File: config.mk
export PLATFORM = sky130hd
export DESIGN_NAME = spi_frame_master
export DESIGN_NICKNAME = d
export VERILOG_FILES = /design/src/rtl/spi_pkg.sv /design/src/rtl/spi_halfbit_timer.sv /design/src/rtl/spi_frame_master.sv
export SDC_FILE = /design/constraint.sdc
export NUM_CORES = 1
export LEC_CHECK = 0
export ABC_AREA = 0
export ABC_CLOCK_PERIOD_IN_PS = 4220
export BUFFER_PORTS_ARGS = -buffer_cell sky130_fd_sc_hd__buf_2
export CAP_MARGIN = 20
export CORE_UTILIZATION = 32
export DETAILED_ROUTE_END_ITERATION = 12
export GPL_TIMING_DRIVEN = 0
export MAX_ROUTING_LAYER = met4
export PLACE_DENSITY = 0.48
export SYNTH_ARGS = -nofsm -noshare
export SYNTH_HDL_FRONTEND = slang
export SYNTH_HIERARCHICAL = 1
export SYNTH_SLANG_ARGS = --single-unit
export TNS_END_PERCENT = 5
File: constraint.sdc
create_clock -name clk -period 4.22 [get_ports clk]
set_clock_uncertainty 0.1 [all_clocks]
set_input_delay 0.844 -clock clk [delete_from_list [all_inputs] [get_ports clk]]
set_output_delay 0.844 -clock clk [all_outputs]
set_load 0.005 [all_outputs]
File: src/rtl/spi_pkg.sv
// Shared definitions for the SPI frame master: frame layout, register
// addresses carried in the frame's address field, and the FSM state encoding.
package spi_pkg;

  localparam int unsigned FRAME_WIDTH = 16;

  // Frame layout: address in the top nibble, payload below it
  localparam int unsigned ADDR_MSB    = 15;
  localparam int unsigned ADDR_LSB    = 12;
  localparam int unsigned ADDR_WIDTH  = ADDR_MSB - ADDR_LSB + 1;
  localparam int unsigned PAYLOAD_MSB = 11;
  localparam int unsigned PAYLOAD_LSB = 0;

  // Target register addresses
  localparam logic [ADDR_WIDTH-1:0] ADDR_PWM_CH0  = 4'h0;
  localparam logic [ADDR_WIDTH-1:0] ADDR_PWM_CH1  = 4'h1;
  localparam logic [ADDR_WIDTH-1:0] ADDR_PWM_CH2  = 4'h2;
  localparam logic [ADDR_WIDTH-1:0] ADDR_PWM_CH3  = 4'h3;
  localparam logic [ADDR_WIDTH-1:0] ADDR_PWM_CH4  = 4'h4;
  localparam logic [ADDR_WIDTH-1:0] ADDR_PWM_CH5  = 4'h5;
  localparam logic [ADDR_WIDTH-1:0] ADDR_PWM_CH6  = 4'h6;
  localparam logic [ADDR_WIDTH-1:0] ADDR_PWM_CH7  = 4'h7;
  localparam logic [ADDR_WIDTH-1:0] ADDR_CLK_DIV  = 4'h8;

  typedef enum logic [1:0] {
    ST_IDLE  = 2'd0,
    ST_SETUP = 2'd1,
    ST_SHIFT = 2'd2,
    ST_GAP   = 2'd3
  } spi_state_e;

  // Extract the address field of a frame
  function automatic logic [ADDR_WIDTH-1:0] frame_addr(input logic [FRAME_WIDTH-1:0] frame);
    return frame[ADDR_MSB:ADDR_LSB];
  endfunction

endpackage

File: src/rtl/spi_halfbit_timer.sv
// SCK half-period timer: loads a count, decrements to zero without wrapping,
// and flags zero so the FSM can advance one phase per H = load_val+1 cycles.
module spi_halfbit_timer #(
  parameter int unsigned SCK_DIV_WIDTH = 4
) (
  input  logic                     clk,
  input  logic                     rst,
  input  logic                     load,
  input  logic [SCK_DIV_WIDTH-1:0] load_val,
  output logic                     tick_c
);

  logic [SCK_DIV_WIDTH-1:0] cnt_q;

  // Load on request, otherwise count down and park at zero
  always_ff @(posedge clk or posedge rst) begin
    if (rst) begin
      cnt_q <= '0;
    end else if (load) begin
      cnt_q <= load_val;
    end else if (cnt_q != '0) begin
      cnt_q <= cnt_q - SCK_DIV_WIDTH'(1);
    end
  end

  // Phase ends on the cycle the counter sits at zero
  assign tick_c = (cnt_q == '0);

endmodule

File: src/rtl/spi_frame_master.sv
// SPI mode-0 frame master: sends one FRAME_WIDTH-bit frame MSB first per
// accepted request, with SETUP and GAP phases of one SCK half-period each.
// Optional readback of miso into rx_data is enabled by defining
// SPI_FRAME_MASTER_READBACK_EN; without it rx_data is tied to zero.
module spi_frame_master #(
  parameter int unsigned FRAME_WIDTH   = spi_pkg::FRAME_WIDTH,
  parameter int unsigned SCK_DIV_WIDTH = 4
) (
  input  logic                     clk,
  input  logic                     rst,
  input  logic [FRAME_WIDTH-1:0]   tx_data,
  input  logic                     tx_valid,
  output logic                     tx_ready,
  input  logic [SCK_DIV_WIDTH-1:0] sck_div,
  output logic                     cs,
  output logic                     sck,
  output logic                     mosi,
  input  logic                     miso,
  output logic [FRAME_WIDTH-1:0]   rx_data,
  output logic                     busy,
  output logic                     done
);

  import spi_pkg::*;

  localparam int unsigned BIT_CNT_W = $clog2(FRAME_WIDTH);

  spi_state_e               state_q, state_d;
  logic                     cs_q, cs_d;
  logic                     sck_q, sck_d;
  logic                     done_q, done_d;
  logic                     tx_ready_q, tx_ready_d;
  logic                     busy_q, busy_d;
  logic [FRAME_WIDTH-1:0]   tx_sh_q, tx_sh_d;
  logic [BIT_CNT_W-1:0]     bit_cnt_q, bit_cnt_d;
  logic [SCK_DIV_WIDTH-1:0] div_q, div_d;
  logic                     timer_load_c;
  logic [SCK_DIV_WIDTH-1:0] timer_val_c;
  logic                     timer_tick_c;

  spi_halfbit_timer #(
    .SCK_DIV_WIDTH(SCK_DIV_WIDTH)
  ) u_timer (
    .clk      (clk),
    .rst      (rst),
    .load     (timer_load_c),
    .load_val (timer_val_c),
    .tick_c   (timer_tick_c)
  );

  // Next-state, datapath and registered-output decode
  always_comb begin
    state_d      = state_q;
    cs_d         = cs_q;
    sck_d        = sck_q;
    tx_sh_d      = tx_sh_q;
    bit_cnt_d    = bit_cnt_q;
    div_d        = div_q;
    done_d       = 1'b0;
    timer_load_c = 1'b0;
    timer_val_c  = div_q;

    unique case (state_q)
      ST_IDLE: begin
        if (tx_valid && tx_ready_q) begin
          state_d      = ST_SETUP;
          cs_d         = 1'b0;
          sck_d        = 1'b0;
          tx_sh_d      = tx_data;
          bit_cnt_d    = BIT_CNT_W'(FRAME_WIDTH - 1);
          div_d        = sck_div;
          timer_load_c = 1'b1;
          timer_val_c  = sck_div;
        end
      end
      ST_SETUP: begin
        if (timer_tick_c) begin
          state_d      = ST_SHIFT;
          sck_d        = 1'b1;
          timer_load_c = 1'b1;
        end
      end
      ST_SHIFT: begin
        if (timer_tick_c) begin
          timer_load_c = 1'b1;
          if (sck_q) begin
            // Falling edge: present the next lower bit
            sck_d   = 1'b0;
            tx_sh_d = {tx_sh_q[FRAME_WIDTH-2:0], 1'b0};
          end else if (bit_cnt_q == '0) begin
            state_d = ST_GAP;
            cs_d    = 1'b1;
            tx_sh_d = '0;
          end else begin
            bit_cnt_d = bit_cnt_q - BIT_CNT_W'(1);
            sck_d     = 1'b1;
          end
        end
      end
      ST_GAP: begin
        if (timer_tick_c) begin
          state_d = ST_IDLE;
          done_d  = 1'b1;
        end
      end
      default: begin
        state_d = ST_IDLE;
      end
    endcase

    tx_ready_d = (state_d == ST_IDLE);
    busy_d     = (state_d != ST_IDLE);
  end

  // State, datapath and output registers
  always_ff @(posedge clk or posedge rst) begin
    if (rst) begin
      state_q    <= ST_IDLE;
      cs_q       <= 1'b1;
      sck_q      <= 1'b0;
      done_q     <= 1'b0;
      tx_ready_q <= 1'b0;
      busy_q     <= 1'b0;
      tx_sh_q    <= '0;
      bit_cnt_q  <= '0;
      div_q      <= '0;
    end else begin
      state_q    <= state_d;
      cs_q       <= cs_d;
      sck_q      <= sck_d;
      done_q     <= done_d;
      tx_ready_q <= tx_ready_d;
      busy_q     <= busy_d;
      tx_sh_q    <= tx_sh_d;
      bit_cnt_q  <= bit_cnt_d;
      div_q      <= div_d;
    end
  end

  assign cs       = cs_q;
  assign sck      = sck_q;
  assign mosi     = tx_sh_q[FRAME_WIDTH-1];
  assign done     = done_q;
  assign tx_ready = tx_ready_q;
  assign busy     = busy_q;

`ifdef SPI_FRAME_MASTER_READBACK_EN
  logic [FRAME_WIDTH-1:0] rx_sh_q;
  logic [FRAME_WIDTH-1:0] rx_data_q;
  logic                   rx_sample_c;
  logic                   rx_load_c;

  // Sample on every sck rising edge; publish the frame on the done cycle
  assign rx_sample_c = timer_tick_c &&
                       ((state_q == ST_SETUP) ||
                        ((state_q == ST_SHIFT) && !sck_q && (bit_cnt_q != '0)));
  assign rx_load_c   = timer_tick_c && (state_q == ST_GAP);

  // Readback shift register and held result
  always_ff @(posedge clk or posedge rst) begin
    if (rst) begin
      rx_sh_q   <= '0;
      rx_data_q <= '0;
    end else begin
      if (rx_sample_c) begin
        rx_sh_q <= {rx_sh_q[FRAME_WIDTH-2:0], miso};
      end
      if (rx_load_c) begin
        rx_data_q <= rx_sh_q;
      end
    end
  end

  assign rx_data = rx_data_q;
`else
  logic unused_miso;
  assign unused_miso = miso;
  assign rx_data     = '0;
`endif

endmodule

==> out/summary.log, run 1 <==
INFO  routing        drtPass1Iterations=3
INFO  logic_synthesis ys_ff_latch=35
INFO  critical_path  critPathKind=register to register
INFO  routing        ant_nets=0
INFO  clock_tree     worst_skew_pair.late_latency=0.29ns
INFO  routing        num_vias=1,465
INFO  timing         hold_viol=0
INFO  critical_path  critical_path.endpoint_type=register
INFO  final_layout   number_of_nets_in_the_final_layout=291
INFO  final_layout   layout-area-overhead-vs-synth=20.9%
INFO  floorplan      die_x=82.9um
INFO  clock_tree     post_cts_gate_resize_count=0
INFO  clock_tree     clk_pin_slew_worst_paths=0.07ns
INFO  routing        detail_route.drc_violations=0
INFO  clock_tree     cts.hold.buffers_added=0
INFO  critical_path  worstPathRequired=4.30ns
INFO  critical_path  cpMaxStageDelayCell=nor3b_4
INFO  floorplan      fp.dieH=82.9um
INFO  placed_design  portBuffers=28
INFO  logic_synthesis portion_of_the_post_synthesis_area_used_by_sequential_elements=0.419
INFO  placed_design  place_congestion=0.775
INFO  grt            first_global_vias=1,464
INFO  timing         final.setup.worst_slack=1.87ns
INFO  placed_design  place_ws=1.86ns
INFO  placed_design  post_dp_cell_area=2420um^2
INFO  pwr            design_power_total=1.50mW
INFO  critical_path  worst-endpoint-arrival=2.43ns
INFO  grt            grt_antenna_before_repair=0
INFO  clock_tree     tritoncts_clock_tree=done
INFO  clock_tree     number_of_buffers_inserted_during_clock_tree_synthesis=5
INFO  timing         fin_crit=2.35ns
INFO  logic_synthesis synthTopCellsByArea=dfrtp_1, mux2_4, mux2_2, buf_4, o21ai_0
INFO  logic_synthesis ys_async_sr_fraction=1.00
INFO  grt            track_usage=0.126
INFO  critical_path  worst_setup_path_start_kind=register
INFO  timing         drv_slew=0
INFO  timing         setup_tns=0ns
INFO  pwr            cellPowerDensity=591nW/um^2
INFO  critical_path  crit_path_max_incr_delay=0.48ns
INFO  timing         final_cycle_share=0.557
INFO  worst_hold_path hold_path_class=input pin to async pin
INFO  final_layout   postLayoutCellArea=2530um^2
INFO  critical_path  path_delay_family=compound AO/OA/AOI/OAI gates
INFO  critical_path  sum_of_buffers_and_inverters_on_the_critical_path=2
INFO  timing         max_slew_margin=0.532
INFO  floorplan      floorplan.io_pins=46
INFO  logic_synthesis yosys_warning_total=6
INFO  grt            overflow=0
INFO  clock_tree     count_of_buffers_added_by_post_cts_timing_repair_for_setup=0
INFO  timing         rsz_0062_raised_after_global_routing=no
INFO  logic_synthesis synth_area_leader_cell=dfrtp_1
INFO  grt            grt_max_degree=17
INFO  critical_path  critical_path.cell_chain=inv_1 -> ha_1 -> nor3b_4 -> o21ai_2 -> a21boi_4 -> buf_12 -> mux2_4
INFO  clock_tree     clockRootBuffer=clkbuf_8
INFO  logic_synthesis synth.top_cell.area_share=0.406
INFO  logic_synthesis synth_edf_count=0
INFO  logic_synthesis ys_dominant_reg_cell=dfrtp_1
INFO  routing        detail_route.vias_per_cell=4.32
INFO  clock_tree     clock_tree.htree_level_count=2
INFO  floorplan      floorplan.rows=29
INFO  job            maxCapViolCount=0
INFO  timing         finalSetupViolCount=0
INFO  logic_synthesis synthCells=210
INFO  pwr            irDropWorstVdd=0.260mV
INFO  logic_synthesis synth_cell_type_count=43
INFO  floorplan      starting_density_of_the_core=0.330
INFO  pwr            total_leakage_power=1.26nW
INFO  critical_path  critPathMaxFanout=11
INFO  placed_design  place_hpwl=2.85mm
INFO  timing         worstMarginPinSlew=0.702ns
INFO  timing         fmax=425MHz
INFO  final_layout   fill_cells=646
INFO  clock_tree     clock_sinks=35
INFO  grt            wire_length_of_the_first_global_routing_pass=6.73mm
INFO  routing        post_detailed_routing_wire_length=3.95mm
INFO  clock_tree     ctsLongestPathBuffers=2
INFO  logic_synthesis syn_area=2100um^2
INFO  routing        route.detailed.wl_per_inst=11.7um
INFO  outcome        run_status=completed
INFO  logic_synthesis synthesis.area_per_instance=9.98um^2
INFO  floorplan      floorplan.core_area=6350um^2
INFO  floorplan      design.die.area=6880um^2
INFO  final_layout   antenna_cells_inserted=0
INFO  final_layout   share_of_layout_cells_above_drive_strength_1=0.347
INFO  critical_path  timing.reg2reg.setup_slack=1.87ns
INFO  routing        detailedRoute.firstIterationViolations=50
[sequential cells by signal (all words and copies together) (netlist names)]
| signal | cells |
|---|---|
| bit_cnt_q | 4 |
| u_timer/cnt_q | 4 |
| cs | 1 |
| tx_sh_q | 16 |
| tx_ready | 1 |
| done | 1 |
| state_q | 2 |
| div_q | 4 |
| sck | 1 |
| busy | 1 |
[logic make-up after synthesis]
kind of cell / after synthesis / synth area share
AO/OA/AOI/OAI: 38 / 0.115
multiplexers: 24 / 0.143
XOR/XNOR: 1 / 0.00418
AND/OR/NAND/NOR: 57 / 0.148
buffers and inverters: 48 / 0.133
adder cells (fa/ha/maj): 6 / 0.0358
flip-flops: 35 / 0.419
other: 1 / 0.00179
[power breakdown]
group	leakage, nW	internal [mW]	total, mW	switching [mW]
combinational	0.795	0.344	0.618	0.273
clock	0.0612	0.191	0.318	0.127
sequential	0.408	0.478	0.561	0.0834
total	1.26	1.01	1.50	0.484
[stage by stage]
step                      utilization  instances  hold WS, ns
after floorplan                     -        225        0.368
after global placement          0.376        330        0.383
after detailed placement        0.380        331        0.388
after CTS                       0.399        339        0.345
after global routing            0.399        339        0.351
final                           0.399        339        0.343
[placed cells by master (no fill, tap or decap), drive strengths merged]
cell,Yosys,routed
buf,20,49
a21boi,1,1
inv,25,25
a21oi,5,5
a31oi,1,1
and4b,1,1
nand2b,3,3
o21ai,23,23
a21o,1,1
a21bo,1,1
a22oi,1,1
mux2,21,21
nor2,10,10
dfrtp,34,34
mux2i,3,3
a221o,2,2
clkbuf,3,9
conb,1,16
nand3,3,3
a211o,2,2
and2,2,2
nor3b,5,5
or2,1,1
nor3,3,3
nor2b,2,2
bufinv,0,1
xnor2,1,1
dfstp,1,1
ha,6,6
clkinv,0,1
and3,2,2
nand2,25,25
o211ai,1,1
[worst reg2reg max path: stages (launching register included)]
cell and delay [ns]:
dfrtp_1 0.38, inv_1 0.09, ha_1 0.21, nor3b_4 0.48, o21ai_2 0.15, a21boi_4 0.34
buf_12 0.19, mux2_4 0.30
[synthesized netlist by cell type (all sizes together) (5+ instances only)]
library cell / instances
buf: 20
mux2: 21
nor2: 10
a21oi: 5
o21ai: 23
nand2: 25
dfrtp: 34
inv: 25
nor3b: 5
ha: 6
[layer usage]
layer	track usage	vias up	wire length, um
met2	0.178	30	1650
met1	0.173	666	2110
met3	0.0229	6	133
met4	0.0611	0	64
li1	-	763	-
met5	-	-	0
[worst paths after layout]
check,from,cells after the start,to
max,u_timer/cnt_q[0],7,tx_sh_q[7]
min,rst,2,u_timer/cnt_q[3]
max reg2reg,u_timer/cnt_q[0],7,tx_sh_q[7]
min reg2reg,div_q[1],1,div_q[1]
max in group asynchronous,rst,3,cs
min in group clk,div_q[1],1,div_q[1]
[final cells by class]
type	instances	area, um^2	share of cell area
plain buffers	23	185	0.0731
clock buffers	6	82.6	0.0326
clock inverters	2	35.0	0.0138
inverters	25	93.8	0.0370
multi-input cells	142	996	0.393
flip-flops and latches	35	877	0.346
well taps	77	96.3	0.0380
repair buffers	29	168	0.0662
Power figures use the tool's default switching activity.
==> run 2: changes to the inputs <==
--- a/config.mk
+++ b/config.mk
@@ -6,14 +6,14 @@
 export NUM_CORES = 1
 export LEC_CHECK = 0
 export ABC_AREA = 0
-export ABC_CLOCK_PERIOD_IN_PS = 4220
+export ABC_CLOCK_PERIOD_IN_PS = 1900
 export BUFFER_PORTS_ARGS = -buffer_cell sky130_fd_sc_hd__buf_2
 export CAP_MARGIN = 20
 export CORE_UTILIZATION = 32
 export DETAILED_ROUTE_END_ITERATION = 12
 export GPL_TIMING_DRIVEN = 0
 export MAX_ROUTING_LAYER = met4
-export PLACE_DENSITY = 0.48
+export PLACE_DENSITY = 0.5
 export SYNTH_ARGS = -nofsm -noshare
 export SYNTH_HDL_FRONTEND = slang
 export SYNTH_HIERARCHICAL = 1
==> constraint.sdc (replaced) <==
create_clock -name clk -period 1.9 [get_ports clk]
set_clock_uncertainty 0.1 [all_clocks]
set_input_delay 0.38 -clock clk [delete_from_list [all_inputs] [get_ports clk]]
set_output_delay 0.38 -clock clk [all_outputs]
set_load 0.005 [all_outputs]
==> out/summary.log, run 2 (synthesis results as in run 1) <==
INFO  clock_tree     clockRootBuffer=clkbuf_8
INFO  pwr            share_seq_of_total_power=0.332 [-0.043]
INFO  outcome        run_status=finished with violations
INFO  floorplan      floorplan.core_area=6350um^2 [unchanged]
INFO  pwr            design_power_total=3.76mW [+150%]
INFO  routing        detail_route.drc_violations=0 [unchanged]
INFO  job            maxCapViolCount=0 [unchanged]
INFO  timing         drv_slew=0 [unchanged]
INFO  critical_path  critPathKind=register to register
INFO  clock_tree     number_of_buffers_inserted_during_clock_tree_synthesis=5 [unchanged]
INFO  floorplan      floorplan.rows=29 [unchanged]
INFO  routing        post_detailed_routing_wire_length=4.12mm [+4.3%]
INFO  grt            grt_max_degree=22 [+5]
INFO  pwr            power.switching_fraction=0.315 [-0.00866]
INFO  placed_design  portBuffers=28 [unchanged]
INFO  critical_path  path_delay_family=simple AND/OR/NAND/NOR gates
INFO  outcome        failing_checks=negative setup slack
INFO  final_layout   share_of_layout_cells_above_drive_strength_1=0.437 [+0.0895]
INFO  critical_path  worst-endpoint-arrival=2.03ns [-0.40 ns]
INFO  critical_path  sum_of_buffers_and_inverters_on_the_critical_path=2 [unchanged]
INFO  timing         final_cycle_share=1.03 [+0.477]
INFO  pwr            total_leakage_power=1.38nW [+8.9%]
INFO  final_layout   mostFrequentLayoutCell=dfrtp_1
INFO  final_layout   number_of_nets_in_the_final_layout=306 [+5.2%]
INFO  placed_design  place_hpwl=2.79mm [-2.0%]
INFO  timing         finalSetupViolCount=18 [+18]
INFO  critical_path  critical_path.endpoint_type=register
INFO  critical_path  critical_path.cell_chain=inv_2 -> ha_4 -> nor3b_4 -> buf_4 -> o21ai_2 -> a221o_2 -> or2_1
INFO  routing        ant_nets=0 [unchanged]
INFO  timing         fin_hold_ws=0.210ns [-0.133 ns]
INFO  floorplan      die_x=82.9um [unchanged]
INFO  timing         fin_crit=1.96ns [-0.386 ns]
INFO  routing        route.detailed.wl_per_inst=11.6um [-0.16%]
INFO  routing        detail_route.vias_per_cell=4.42 [+2.2%]
INFO  grt            track_usage=0.136 [+0.0105]
INFO  clock_tree     ctsLongestPathBuffers=2 [unchanged]
INFO  routing        detailedRoute.firstIterationViolations=36 [-28%]
INFO  routing        drtPass1Iterations=4 [+1]
INFO  clock_tree     clock_tree.htree_level_count=2 [unchanged]
INFO  critical_path  worst_setup_path_start_kind=register
INFO  critical_path  crit_path_max_incr_delay=0.39ns [-0.09 ns]
INFO  floorplan      fp.dieH=82.9um [unchanged]
INFO  floorplan      floorplan.io_pins=46 [unchanged]
INFO  final_layout   layout-area-overhead-vs-synth=31.8%
INFO  clock_tree     worst_skew_pair.late_latency=0.29ns [about the same]
INFO  pwr            p_clk_frac=0.186 [-0.027]
INFO  timing         final.setup.worst_slack=-0.0646ns [-1.93 ns]
INFO  critical_path  critPathMaxFanout=6 [-5]
INFO  clock_tree     clk_pin_slew_worst_paths=0.07ns [about the same]
INFO  pwr            irDropWorstVdd=0.627mV [+140%]
INFO  timing         rsz_0062_raised_after_global_routing=yes
INFO  grt            first_global_vias=1,609 [+9.9%]
INFO  final_layout   largest-register=tx_sh_q
INFO  floorplan      starting_density_of_the_core=0.330 [unchanged]
INFO  final_layout   number_of_flip_flops_in_the_largest_register=16 [unchanged]
INFO  critical_path  timing.reg2reg.setup_slack=-0.06ns [-1.93 ns]
INFO  placed_design  place_congestion=0.769 [-0.81%]
INFO  placed_design  place_ws=-0.436ns [-2.30 ns]
INFO  pwr            p_int=2.58mW [+150%]
INFO  timing         max_slew_margin=0.646 [+0.114]
INFO  timing         setup_tns=-0.377ns [-0.377 ns]
INFO  grt            overflow=0 [unchanged]
INFO  floorplan      design.die.area=6880um^2 [unchanged]
INFO  worst_hold_path hold_path_class=input pin to register
INFO  clock_tree     tritoncts_clock_tree=done
INFO  clock_tree     clock_sinks=35 [unchanged]
INFO  timing         worstMarginPinSlew=0.531ns [-0.171 ns]
INFO  critical_path  worstPathRequired=1.96ns [-2.34 ns]
INFO  final_layout   antenna_cells_inserted=0 [unchanged]
INFO  final_layout   fill_cells=630 [-2.5%]
INFO  pwr            netSwitchingPower=1.18mW [+140%]
INFO  routing        num_vias=1,563 [+6.7%]
INFO  timing         fmax=509MHz [+20%]
INFO  grt            grt_antenna_before_repair=0 [unchanged]
INFO  timing         hold_viol=0 [unchanged]
INFO  pwr            pwr-share-comb=0.482 [+0.069]
INFO  pwr            cellPowerDensity=1360nW/um^2 [+130%]
INFO  grt            wire_length_of_the_first_global_routing_pass=7.42mm [+10%]
INFO  final_layout   final_cell_mix=dfrtp_1, buf_4, buf_2, nand2_1
INFO  critical_path  cpMaxStageDelayCell=dfrtp_1
[run 2: repair_timing]
| action | CTS | global route |
|---|---|---|
| hold endpoints to repair | 4 | 0 |
| pin swaps | 5 | 7 |
| hold buffers | 1 | 0 |
| setup buffers | 13 | 2 |
| gates resized for setup | 18 | 12 |
| endpoints found under the setup margin | 33 | 26 |
[run 2: worst paths after layout]
path                                  start          endpoint  cells past startpoint
min                              tx_data[0]        tx_sh_q[0]                      3
max in group asynchronous               rst        tx_sh_q[5]                      4
max                        u_timer/cnt_q[0]              busy                      7
max reg2reg                u_timer/cnt_q[0]              busy                      7
min reg2reg                        div_q[1]          div_q[1]                      1
min in group asynchronous               rst  u_timer/cnt_q[2]                      3
[run 2: metal layers]
layer	share of wire	track usage
met5	0	-
met4	0.010	0.0376
met3	0.042	0.0368
met2	0.45	0.210
met1	0.50	0.177
[run 2: cell type report]
class / instances / area, um^2 / area share
buffer: 22 / 193 / 0.0697
clock buffer: 6 / 82.6 / 0.0299
clock inverter: 2 / 35.0 / 0.0127
inverter: 25 / 93.8 / 0.0340
multi-input combinational: 142 / 1080 / 0.392
sequential: 35 / 877 / 0.317
tap: 77 / 96.3 / 0.0349
timing repair buffer: 45 / 303 / 0.110
[run 2: stage by stage]
stage | utilization | cells | area (um^2)
after floorplan | - | 225 | 2150
after global placement | 0.377 | 330 | 2390
after detailed placement | 0.381 | 331 | 2420
after CTS | 0.428 | 352 | 2720
after global routing | 0.435 | 354 | 2760
final | 0.435 | 354 | 2760
[run 2: worst reg2reg max path: cells and delay by family (launching register included)]
family / cells / cell delay (ns)
adder cells (fa/ha/maj): 1 / 0.14
flip-flops: 1 / 0.39
AO/OA/AOI/OAI: 2 / 0.41
buffers and inverters: 2 / 0.27
AND/OR/NAND/NOR: 2 / 0.53
[run 2: power groups by stage]
stage / clock network [mW] / logic (mW) / registers (mW)
final: 0.698 / 1.81 / 1.25
after global routing: 0.754 / 1.99 / 1.29
after CTS: 0.720 / 1.73 / 1.25
after detailed placement: 0 / 1.38 / 1.26
after global placement: 0 / 1.36 / 1.25
after floorplan: 0 / 1.12 / 1.22
